$ cat config.mk
export PLATFORM = sky130hd
export DESIGN_NAME = csr_file
export DESIGN_NICKNAME = d
export VERILOG_FILES = /design/src/rtl/csr_file.sv
export SDC_FILE = /design/constraint.sdc
export NUM_CORES = 2
export LEC_CHECK = 0
export CORE_MARGIN = 10
export CORE_UTILIZATION = 31
export CTS_CLUSTER_DIAMETER = 80
export DETAILED_ROUTE_END_ITERATION = 10
export PLACE_DENSITY = 0.44
export SETUP_SLACK_MARGIN = 0.15
export SYNTH_ARGS = -nofsm -noshare
export SYNTH_HDL_FRONTEND = slang
export SYNTH_SLANG_ARGS = --single-unit
$ cat constraint.sdc
create_clock -name clk_i -period 31.4 [get_ports clk_i]
set_input_delay 6.28 -clock clk_i [delete_from_list [all_inputs] [get_ports clk_i]]
set_output_delay 6.28 -clock clk_i [all_outputs]
set_load 0.05 [all_outputs]
$ cat src/rtl/csr_file.sv
// csr_file: RV32 M-mode CSR file with 64-bit counters, trap/mret and irq arbitration.
// Optional: define CSR_VECTORED_EN for a writable mtvec.MODE (vectored interrupts).
module csr_file #(
  parameter int unsigned NUM_HPM     = 4,
  parameter logic [31:0] HART_ID     = 32'h0,
  parameter logic [31:0] MTVEC_RESET = 32'h0
) (
  input  logic        clk_i,
  input  logic        rst_i,
  input  logic        csr_valid_i,
  input  logic [2:0]  funct3_i,
  input  logic [11:0] addr_i,
  input  logic [4:0]  rs1_i,
  input  logic [31:0] data_i,
  output logic [31:0] data_o,
  output logic        illegal_o,
  input  logic        retire_i,
  input  logic [(NUM_HPM > 0 ? NUM_HPM : 1)-1:0] hpm_event_i,
  input  logic        trap_i,
  input  logic [31:0] trap_cause_i,
  input  logic [31:0] trap_pc_i,
  input  logic [31:0] trap_val_i,
  input  logic        mret_i,
  input  logic        irq_ext_i,
  input  logic        irq_timer_i,
  input  logic        irq_sw_i,
  output logic        irq_pending_o,
  output logic [31:0] irq_cause_o,
  output logic [31:0] target_pc_o
);

  localparam int unsigned NUM_CNT = 3 + NUM_HPM;
  localparam logic [31:0] CNT_MASK =
    32'((64'd1 << NUM_CNT) - 64'd1) & ~32'h2;
  localparam logic [31:0] MTVEC_RST = {MTVEC_RESET[31:2], 2'b00};

  logic        st_mie, st_mpie;
  logic [31:0] misa_q, medeleg_q, mideleg_q, mie_q, mtvec_q;
  logic [31:0] mscratch_q, mepc_q, mcause_q, mtval_q;
  logic [31:0] minh_q, mip_q;
  logic [63:0] cnt_q [32];

  logic        hit, cnt_lo, cnt_hi, set_src, wr_req, we;
  logic [4:0]  cidx;
  logic [31:0] rdata, wdata, inc, pend, base_pc, vec_pc;

  assign cidx   = addr_i[4:0];
  assign cnt_lo = (addr_i[11:5] == 7'h58) && CNT_MASK[cidx];
  assign cnt_hi = (addr_i[11:5] == 7'h5C) && CNT_MASK[cidx];

  always_comb begin
    hit   = 1'b1;
    rdata = '0;
    case (addr_i)
      12'h300: rdata = {19'b0, 2'b11, 3'b0, st_mpie,
                        3'b0, st_mie, 3'b0};
      12'h301: rdata = misa_q;
      12'h302: rdata = medeleg_q;
      12'h303: rdata = mideleg_q;
      12'h304: rdata = mie_q;
      12'h305: rdata = mtvec_q;
      12'h320: rdata = minh_q;
      12'h340: rdata = mscratch_q;
      12'h341: rdata = mepc_q;
      12'h342: rdata = mcause_q;
      12'h343: rdata = mtval_q;
      12'h344: rdata = mip_q;
      12'hF11, 12'hF12, 12'hF13: rdata = '0;
      12'hF14: rdata = HART_ID;
      default: begin
        if (cnt_lo)      rdata = cnt_q[cidx][31:0];
        else if (cnt_hi) rdata = cnt_q[cidx][63:32];
        else             hit   = 1'b0;
      end
    endcase
  end

  assign set_src = funct3_i[2] ? (data_i != '0) : (rs1_i != '0);
  assign wr_req  = csr_valid_i &
                   ((funct3_i[1:0] == 2'b01) | (funct3_i[1] & set_src));
  assign illegal_o = csr_valid_i &
                     (~hit | (wr_req & (addr_i[11:10] == 2'b11)));
  assign we     = wr_req & ~illegal_o;
  assign data_o = (csr_valid_i & ~illegal_o) ? rdata : '0;

  always_comb begin
    unique case (funct3_i[1:0])
      2'b01:   wdata = data_i;
      2'b10:   wdata = rdata | data_i;
      2'b11:   wdata = rdata & ~data_i;
      default: wdata = rdata;
    endcase
  end

  always_comb begin
    inc    = '0;
    inc[0] = 1'b1;
    inc[2] = retire_i;
    for (int k = 0; k < int'(NUM_HPM); k++) inc[k+3] = hpm_event_i[k];
    inc = inc & ~minh_q & CNT_MASK;
  end

  always_ff @(posedge clk_i or posedge rst_i) begin
    if (rst_i) begin
      for (int n = 0; n < 32; n++) cnt_q[n] <= '0;
    end else begin
      for (int n = 0; n < 32; n++) begin
        if (!CNT_MASK[n]) begin
          cnt_q[n] <= '0;
        end else if (we && (cnt_lo || cnt_hi) && cidx == 5'(n)) begin
          if (addr_i[7]) cnt_q[n][63:32] <= wdata;
          else           cnt_q[n][31:0]  <= wdata;
        end else if (inc[n]) begin
          cnt_q[n] <= cnt_q[n] + 64'd1;
        end
      end
    end
  end

  // trap beats mret beats CSR write: later non-blocking assignments win
  always_ff @(posedge clk_i or posedge rst_i) begin
    if (rst_i) begin
      st_mie     <= 1'b0;
      st_mpie    <= 1'b0;
      misa_q     <= '0;
      medeleg_q  <= '0;
      mideleg_q  <= '0;
      mie_q      <= '0;
      mtvec_q    <= MTVEC_RST;
      mscratch_q <= '0;
      mepc_q     <= '0;
      mcause_q   <= '0;
      mtval_q    <= '0;
      minh_q     <= '0;
      mip_q      <= '0;
    end else begin
      mip_q <= {20'b0, irq_ext_i, 3'b0, irq_timer_i,
                3'b0, irq_sw_i, 3'b0};
      if (we) begin
        case (addr_i)
          12'h300: begin
            st_mie  <= wdata[3];
            st_mpie <= wdata[7];
          end
          12'h301: misa_q     <= wdata;
          12'h302: medeleg_q  <= wdata;
          12'h303: mideleg_q  <= wdata;
          12'h304: mie_q      <= wdata & 32'h0000_0888;
`ifdef CSR_VECTORED_EN
          12'h305: mtvec_q    <= {wdata[31:2], 1'b0, wdata[0]};
`else
          12'h305: mtvec_q    <= {wdata[31:2], 2'b00};
`endif
          12'h320: minh_q     <= wdata;
          12'h340: mscratch_q <= wdata;
          12'h341: mepc_q     <= {wdata[31:2], 2'b00};
          12'h342: mcause_q   <= wdata;
          12'h343: mtval_q    <= wdata;
          default: ;
        endcase
      end
      if (mret_i) begin
        st_mie  <= st_mpie;
        st_mpie <= 1'b1;
      end
      if (trap_i) begin
        mepc_q   <= {trap_pc_i[31:2], 2'b00};
        mcause_q <= trap_cause_i;
        mtval_q  <= trap_val_i;
        st_mpie  <= st_mie;
        st_mie   <= 1'b0;
      end
    end
  end

  assign pend          = mip_q & mie_q;
  assign irq_pending_o = st_mie & (|pend);

  always_comb begin
    irq_cause_o = '0;
    if (st_mie) begin
      if (pend[11])     irq_cause_o = 32'h8000_000B;
      else if (pend[3]) irq_cause_o = 32'h8000_0003;
      else if (pend[7]) irq_cause_o = 32'h8000_0007;
    end
  end

  assign base_pc = {mtvec_q[31:2], 2'b00};
`ifdef CSR_VECTORED_EN
  assign vec_pc = (mtvec_q[0] && trap_cause_i[31])
                ? base_pc + {25'b0, trap_cause_i[4:0], 2'b00}
                : base_pc;
`else
  assign vec_pc = base_pc;
`endif
  assign target_pc_o = mret_i ? mepc_q : vec_pc;

endmodule

# --- Word level (Yosys, flattened, before mapping) ---
# Memory sizes are Yosys's and may differ from the RTL's.
# Index checks and enable logic that the tools add are counted.
word_totals:
  elab_cells: 191
  ff_bits: 678
  out_inout_bits: 98
  latch_bits: 0
  ram_bits: 0
  inputBits: 161
  rom_bits: 32
  mem_count: 1
memory_table:
  columns: ["name", "words", "word_bits", "rd", "rd_ports_with_merged_regs", "wr", "line", "text"]
  rows:
  - ["(no name shown)", 32, 1, 1, 0, 0, "49", "assign cnt_hi = (addr_i[11:5] == 7'h5C) && CNT_MASK[cidx];"]
classes:
  shifts: 0
  mul: 0
  div_mod_pow: 0
  add_sub_neg: 6
  order_cmp: 2
  n_bitwise: 18
  mux: 49
  reduce_logical: 51
  n_eq_ne: 39
ops:
  columns: ["operator", "n"]
  rows:
  - ["2-to-1 mux 64 bit", 14]
  - ["2-to-1 mux 32 bit", 19]
  - ["case mux 32 bit (13 select lines)", 1]
  - ["adder 64 x 1 -> 64 bit (second input constant)", 6]
  - ["binary-select mux 64 bit (select 5 bit)", 1]
  - ["equality test 12 x 10 -> 1 bit (second input constant)", 12]
  - ["case mux 32 bit (3 select lines)", 1]
  - ["equality test 12 bit (second input constant)", 4]
  - ["AND reduction 2 bit", 23]
  - ["AND 32 bit", 1]
  - ["NOT 32 bit", 1]
  - ["OR 32 bit", 1]
  - ["nonzero test 32 bit", 1]
  - ["OR reduction 32 bit", 1]
  - ["!= test 2 bit (second input constant)", 12]
  - ["nonzero test 2 bit", 10]
  - ["OR reduction 16 bit", 1]
  - ["equality test 5 x 3 -> 1 bit (second input constant)", 3]
  - ["equality test 7 bit (second input constant)", 2]
  - ["2-to-1 mux 1 bit", 13]
  - ["AND 12 bit", 1]
  - ["equality test 5 x 2 -> 1 bit (second input constant)", 2]
  - ["logical AND 1 bit", 9]
  - ["AND 1 bit", 7]
  - ["other kinds (14)", 19]

# --- Longest topological paths before layout ---
depth:
  ltp_word: 15
  mapped_depth: 16
  ltp_nobuf: 9

# --- Least setup slack after synthesis ---
# No wires, ideal clock.
synth_path:
  kind: "input-to-output"
  startpoint: "in addr_i[7]"
  endpoint: "out data_o[7]"
  path_buffers: 7
  slack_ns: 15.530
  cell_stages: 11
  required_time_ns: 25.120
  t_arrival_ns: 9.590
  path_cell_list: "buf_2 clkbuf_1 buf_2 buf_1 clkbuf_1 clkbuf_1 clkbuf_1 nand2_1 o21ai_0 a21oi_1 a311oi_1"
synth_between:
  elab_chain_cells: 11
  word_cells_on_any_way: 34
  classes_between: "eq/ne: 18; mux: 7; bitwise: 5; reduce/logical: 4"
synth_rtl:
  columns: ["item", "line", "text"]
  rows:
  - ["from (decl)", "12", "input logic [11:0] addr_i,"]
  - ["equality test 7 bit", "49", null]
  - ["logical AND 1 bit", "49", null]
  - ["2-to-1 mux 1 bit", "72", "else if (cnt_hi) rdata = cnt_q[cidx][63:32];"]
  - ["2-to-1 mux 1 bit", "71", "if (cnt_lo) rdata = cnt_q[cidx][31:0];"]
  - ["2-to-1 mux 1 bit", "54", "case (addr_i)"]
  - ["NOT 1 bit", "82", "(~hit | (wr_req & (addr_i[11:10] == 2'b11)));"]
  - ["OR 1 bit", "82", null]
  - ["AND 1 bit", "81", "assign illegal_o = csr_valid_i &"]
  - ["NOT 1 bit", "84", "assign data_o = (csr_valid_i & ~illegal_o) ? rdata : '0;"]
  - ["AND 1 bit", "84", null]
  - ["2-to-1 mux 32 bit (*)", "84", null]
  - ["to (decl)", "15", "output logic [31:0] data_o,"]
# Every way passes the cells marked *; elsewhere a longest branch is shown, timed or not.

# --- Worst setup path after layout ---
layout_path:
  startpoint: "in addr_i[1]"
  endpoint: "out data_o[22]"
layout_between:
  elab_chain_cells: 12
  word_cells_on_any_way: 38
  classes_between: "eq/ne: 16; mux: 11; bitwise: 6; reduce/logical: 4; memory: 1"
layout_rtl:
  columns: ["item", "line"]
  rows:
  - ["memory read (32 x 1 bit)", null]
  - ["2-to-1 mux 1 bit (implied by the code)", "49"]
  - ["logical AND 1 bit", "49"]
  - ["2-to-1 mux 1 bit", "72"]
  - ["2-to-1 mux 1 bit", "71"]
  - ["2-to-1 mux 1 bit", "54"]
  - ["NOT 1 bit", "82"]
  - ["OR 1 bit", "82"]
  - ["AND 1 bit", "81"]
  - ["NOT 1 bit", "84"]
  - ["AND 1 bit", "84"]
  - ["2-to-1 mux 32 bit (*)", "84"]
# Every way passes the cells marked *; elsewhere a longest branch is shown, timed or not. The select of a mux whose other input is x is not followed.

==> run summary <==
The run finished with clean final reports. In the synthesized netlist the dominant register cell turns out to be sky130_fd_sc_hd__dfrtp_1. After synthesis, the share of flip-flops with an asynchronous set or reset is 100.0%. The clock sink total was 676; the initial cell density of the core was 31.22%. The initialized floorplan defines 137 standard-cell rows.

The post-detailed-route via-to-cell ratio was 6.505. The total I/O pin count was 259. After synthesis, the largest area contributor takes up 38.83% of total cell area.

The number of global-route vias before repair is 43,461, and the vertical extent of the die is 394.9 um. After layout, the worst path uses 57.13% of the clock period. The logs give 0 for the final setup violation count and 0 for the number of warnings issued by yosys. In this run, CTS created clock tree buffers numbering 92. For the pin with the worst max-slew slack, the measured transition is 1414 ps. Buffers inserted to repair hold after CTS numbered 0. The post-layout minimum cycle time works out to 17,940 ps. The pre-antenna-repair detailed-routing pass consisted of 6 iterations. The die outline width was 394.9 um; the proportion of synthesized area in mux cells was 5.730%.

Summing every instance area after synthesis gives 43,560 um2. The routed layout has 47,416 vias. At the worst endpoint, the arrival time is 11,660 ps.

The final-layout worst hold slack is 469.8 ps, and the layout cell share with drive strength beyond 1 is 11.07%. Cell type contributing the most total cell area after synthesis: sky130_fd_sc_hd__dfrtp_1. STA classifies the critical path startpoint as a primary input. For the sum of routed wire length over all layers, the log shows 264,500 um. In this run, placement finished with an instance count of 7,114. The number of synthesized flops with an enable pin is 0. Entering global routing, the biggest net connects 169 pins.

Summed over all nets, the half-perimeter wirelength after detailed placement is 184,800 um. The logs give 25,120 ps for the required time at the worst-slack endpoint and 155,900 um2 for the die footprint. The average instance area after synthesis was 8.258 um2. The logs give 5,499 for the number of nets at the end of the flow and 0.05575 GHz for the timing-limited maximum frequency. Leaving out filler cells and counting taps, the final layout contains 7,289. Summing the areas of all fa, ha and maj instances in the mapped netlist gives 0.1723% of the synthesized area. The logs give 0 for the post-CTS setup repair buffer count and 3 for the maximum root-to-sink buffer count.

In the final timing run, aggregate negative setup slack is 0 ps. In the routed design, unresolved DRC markers number 0. The floorplan step defined a core boundary enclosing 139,500 um2. The clock tree synthesis step divided the H-tree into 3 levels.

Setup repair after global routing left no endpoint under its margin. Counting instances in the post-synthesis netlist gives the leading cell types as 676 x sky130_fd_sc_hd__dfrtp_1, 674 x sky130_fd_sc_hd__a21oi_1, 587 x sky130_fd_sc_hd__nand2_1, 523 x sky130_fd_sc_hd__o21ai_0, 341 x sky130_fd_sc_hd__nor2_1. The worst pin sits at a relative slew slack of 3.265%.

Clock tree synthesis selected as its root buffer the cell sky130_fd_sc_hd__clkbuf_16. The final hold violation count is 0. The run gives 0 as the number of max-slew violations in the final report. The tool flagged a number of max-cap violations equal to 0. The class of the tightest hold or removal check is reg -> reg. The power density over the cells is 47.73 nW/um2. STA classifies the critical path endpoint as an output port. The clock network latency to the later pin of the worst-skew pair is 770 ps, and the post-synthesis compound-gate area fraction is 27.15%. The area growth from synthesis to layout came out at 16.70%. The worst clock skew came out at 62.22 ps. TritonCTS built the clock tree.

The post-detailed-route wirelength per cell works out to 36.28 um. The clock input transition at the sequential cells of the worst setup and hold paths was 60 ps; the peak fanout along the critical path was 37. The static leakage power was 19.81 nW; the number of nets still failing antenna checks after routing was 0. After synthesis the netlist holds a flip-flop and latch count of 676.

The run gives 38.83% as the sequential fraction of the synthesis area. The path type of the worst setup path was in -> out. After global routing the overflow that remains totals 0. In the global route stage, overall resource usage came out at 32.51%. In this run, post-CTS repair resized a total of 0 instances. By area, the combinational part of the netlist is dominated by compound AO/OA/AOI/OAI gates. The area share of and/or/nand/nor cells after synthesis was 22.62%; the wire length of the first global-routing pass was 365,400 um. For the global placer's final weighted congestion, the log shows 0.9946.

For the peak ir drop on the vdd network, the log shows 0.04574 mV. Initial antenna violation count: 32. The run gives 5,275 as the cell count after synthesis.

The synthesized netlist devotes 0.1178% of its cell area to XOR and XNOR gates. The most common cell in the synthesized netlist is sky130_fd_sc_hd__dfrtp_1. Buffers placed on the I/O ports in this run total 227. By area the synthesized netlist is led by sky130_fd_sc_hd__dfrtp_1 39%, sky130_fd_sc_hd__a21oi_1 7.7%, sky130_fd_sc_hd__o21ai_0 6.0%, sky130_fd_sc_hd__nand2_1 5.1%, sky130_fd_sc_hd__mux2_2 3.7%. The first routing iteration left 7,215 violations.

Distinct cell type count of the synthesized netlist: 115.
-- worst max-delay path, stage by stage --
cell,delay (ps)
sky130_fd_sc_hd__buf_6,330
sky130_fd_sc_hd__buf_4,470
sky130_fd_sc_hd__buf_4,480
sky130_fd_sc_hd__nor4_4,90
sky130_fd_sc_hd__buf_4,320
sky130_fd_sc_hd__and2_1,590
sky130_fd_sc_hd__a2111oi_0,1350
sky130_fd_sc_hd__o22ai_1,570
sky130_fd_sc_hd__nor2b_1,300
sky130_fd_sc_hd__clkdlybuf4s50_1,730
-- registers in the layout, summed over array words and instances (netlist names), 3 cells and up --
signal and count:
mscratch_q 32, minh_q 32, cnt_q 384, mtval_q 32, mie_q 3, mideleg_q 32, mip_q 3, medeleg_q 32
mtvec_q 30, misa_q 32, mcause_q 32, mepc_q 30
-- stage by stage --
| step | util, % | setup slack, ps | total power, mW | area [um2] |
|---|---|---|---|---|
| global route | 36.41 | 13660 | 2.483 | 50810 |
| floorplan | - | 6170 | 1.161 | 43660 |
| global placement | 34.27 | 13770 | 1.356 | 47820 |
| finish | 36.43 | 13460 | 2.426 | 50830 |
| detailed placement | 34.27 | 13720 | 1.357 | 47820 |
| CTS | 36.41 | 13710 | 2.420 | 50810 |
-- per-layer routing --
layer  global-route usage [%]  part of all wire, %  routed length [um]
met5                        0                0.049                 130
met4                    17.65                  6.2               16470
met3                    8.519                   11               29500
met2                    45.42                   41              107300
met1                    45.13                   42              111100
-- cell type report --
cell class                 instances  area (um2)
antenna                           11       27.53
clock buffer                     142        2700
clock inverter                    22       284.0
fill                           14642       88700
inverter                          48       187.7
multi-input combinational       4121       24850
sequential                       676       16920
tap                             1876        2347
timing repair buffer             393        3525
-- cells in the final DEF (no fill, tap or decap), drive strengths merged, types with 143 or more instances in the layout --
master	count
buf	174
mux2	147
clkbuf	143
clkdlybuf4s50	218
nor2	351
dfrtp	676
nand2	591
nand3	232
a21oi	676
o21ai	545
-- cell families after synthesis --
| group | Yosys count |
|---|---|
| AND/OR/NAND/NOR | 1928 |
| AO/OA/AOI/OAI | 1927 |
| XOR/XNOR | 5 |
| flip-flops | 676 |
| other | 1 |
| multiplexers | 226 |
| adder cells (fa/ha/maj) | 6 |
| buffers and inverters | 506 |
-- worst paths after layout --
| check | startpoint | end | slack, ps | cells after the start |
|---|---|---|---|---|
| min reg2reg | mscratch_q[10] | mscratch_q[10] | 470 | 2 |
| max in group asynchronous | rst_i | minh_q[0] | 22400 | 5 |
| min in group asynchronous | rst_i | cnt_q[1646] | 6150 | 2 |
| max reg2reg | cnt_q[1709] | cnt_q[1741] | 26900 | 9 |
| min | mscratch_q[10] | mscratch_q[10] | 470 | 2 |
| max | addr_i[1] | data_o[22] | 13460 | 10 |
-- where the power goes --
part,internal [mW],total [mW],switching (mW),leakage (nW)
registers,0.913,0.995,0.0824,8.89
clock network,0.597,1.07,0.471,1.45
logic,0.110,0.364,0.254,9.47
total,1.62,2.43,0.806,19.8
No activity file was read; power rests on OpenSTA's default activity.
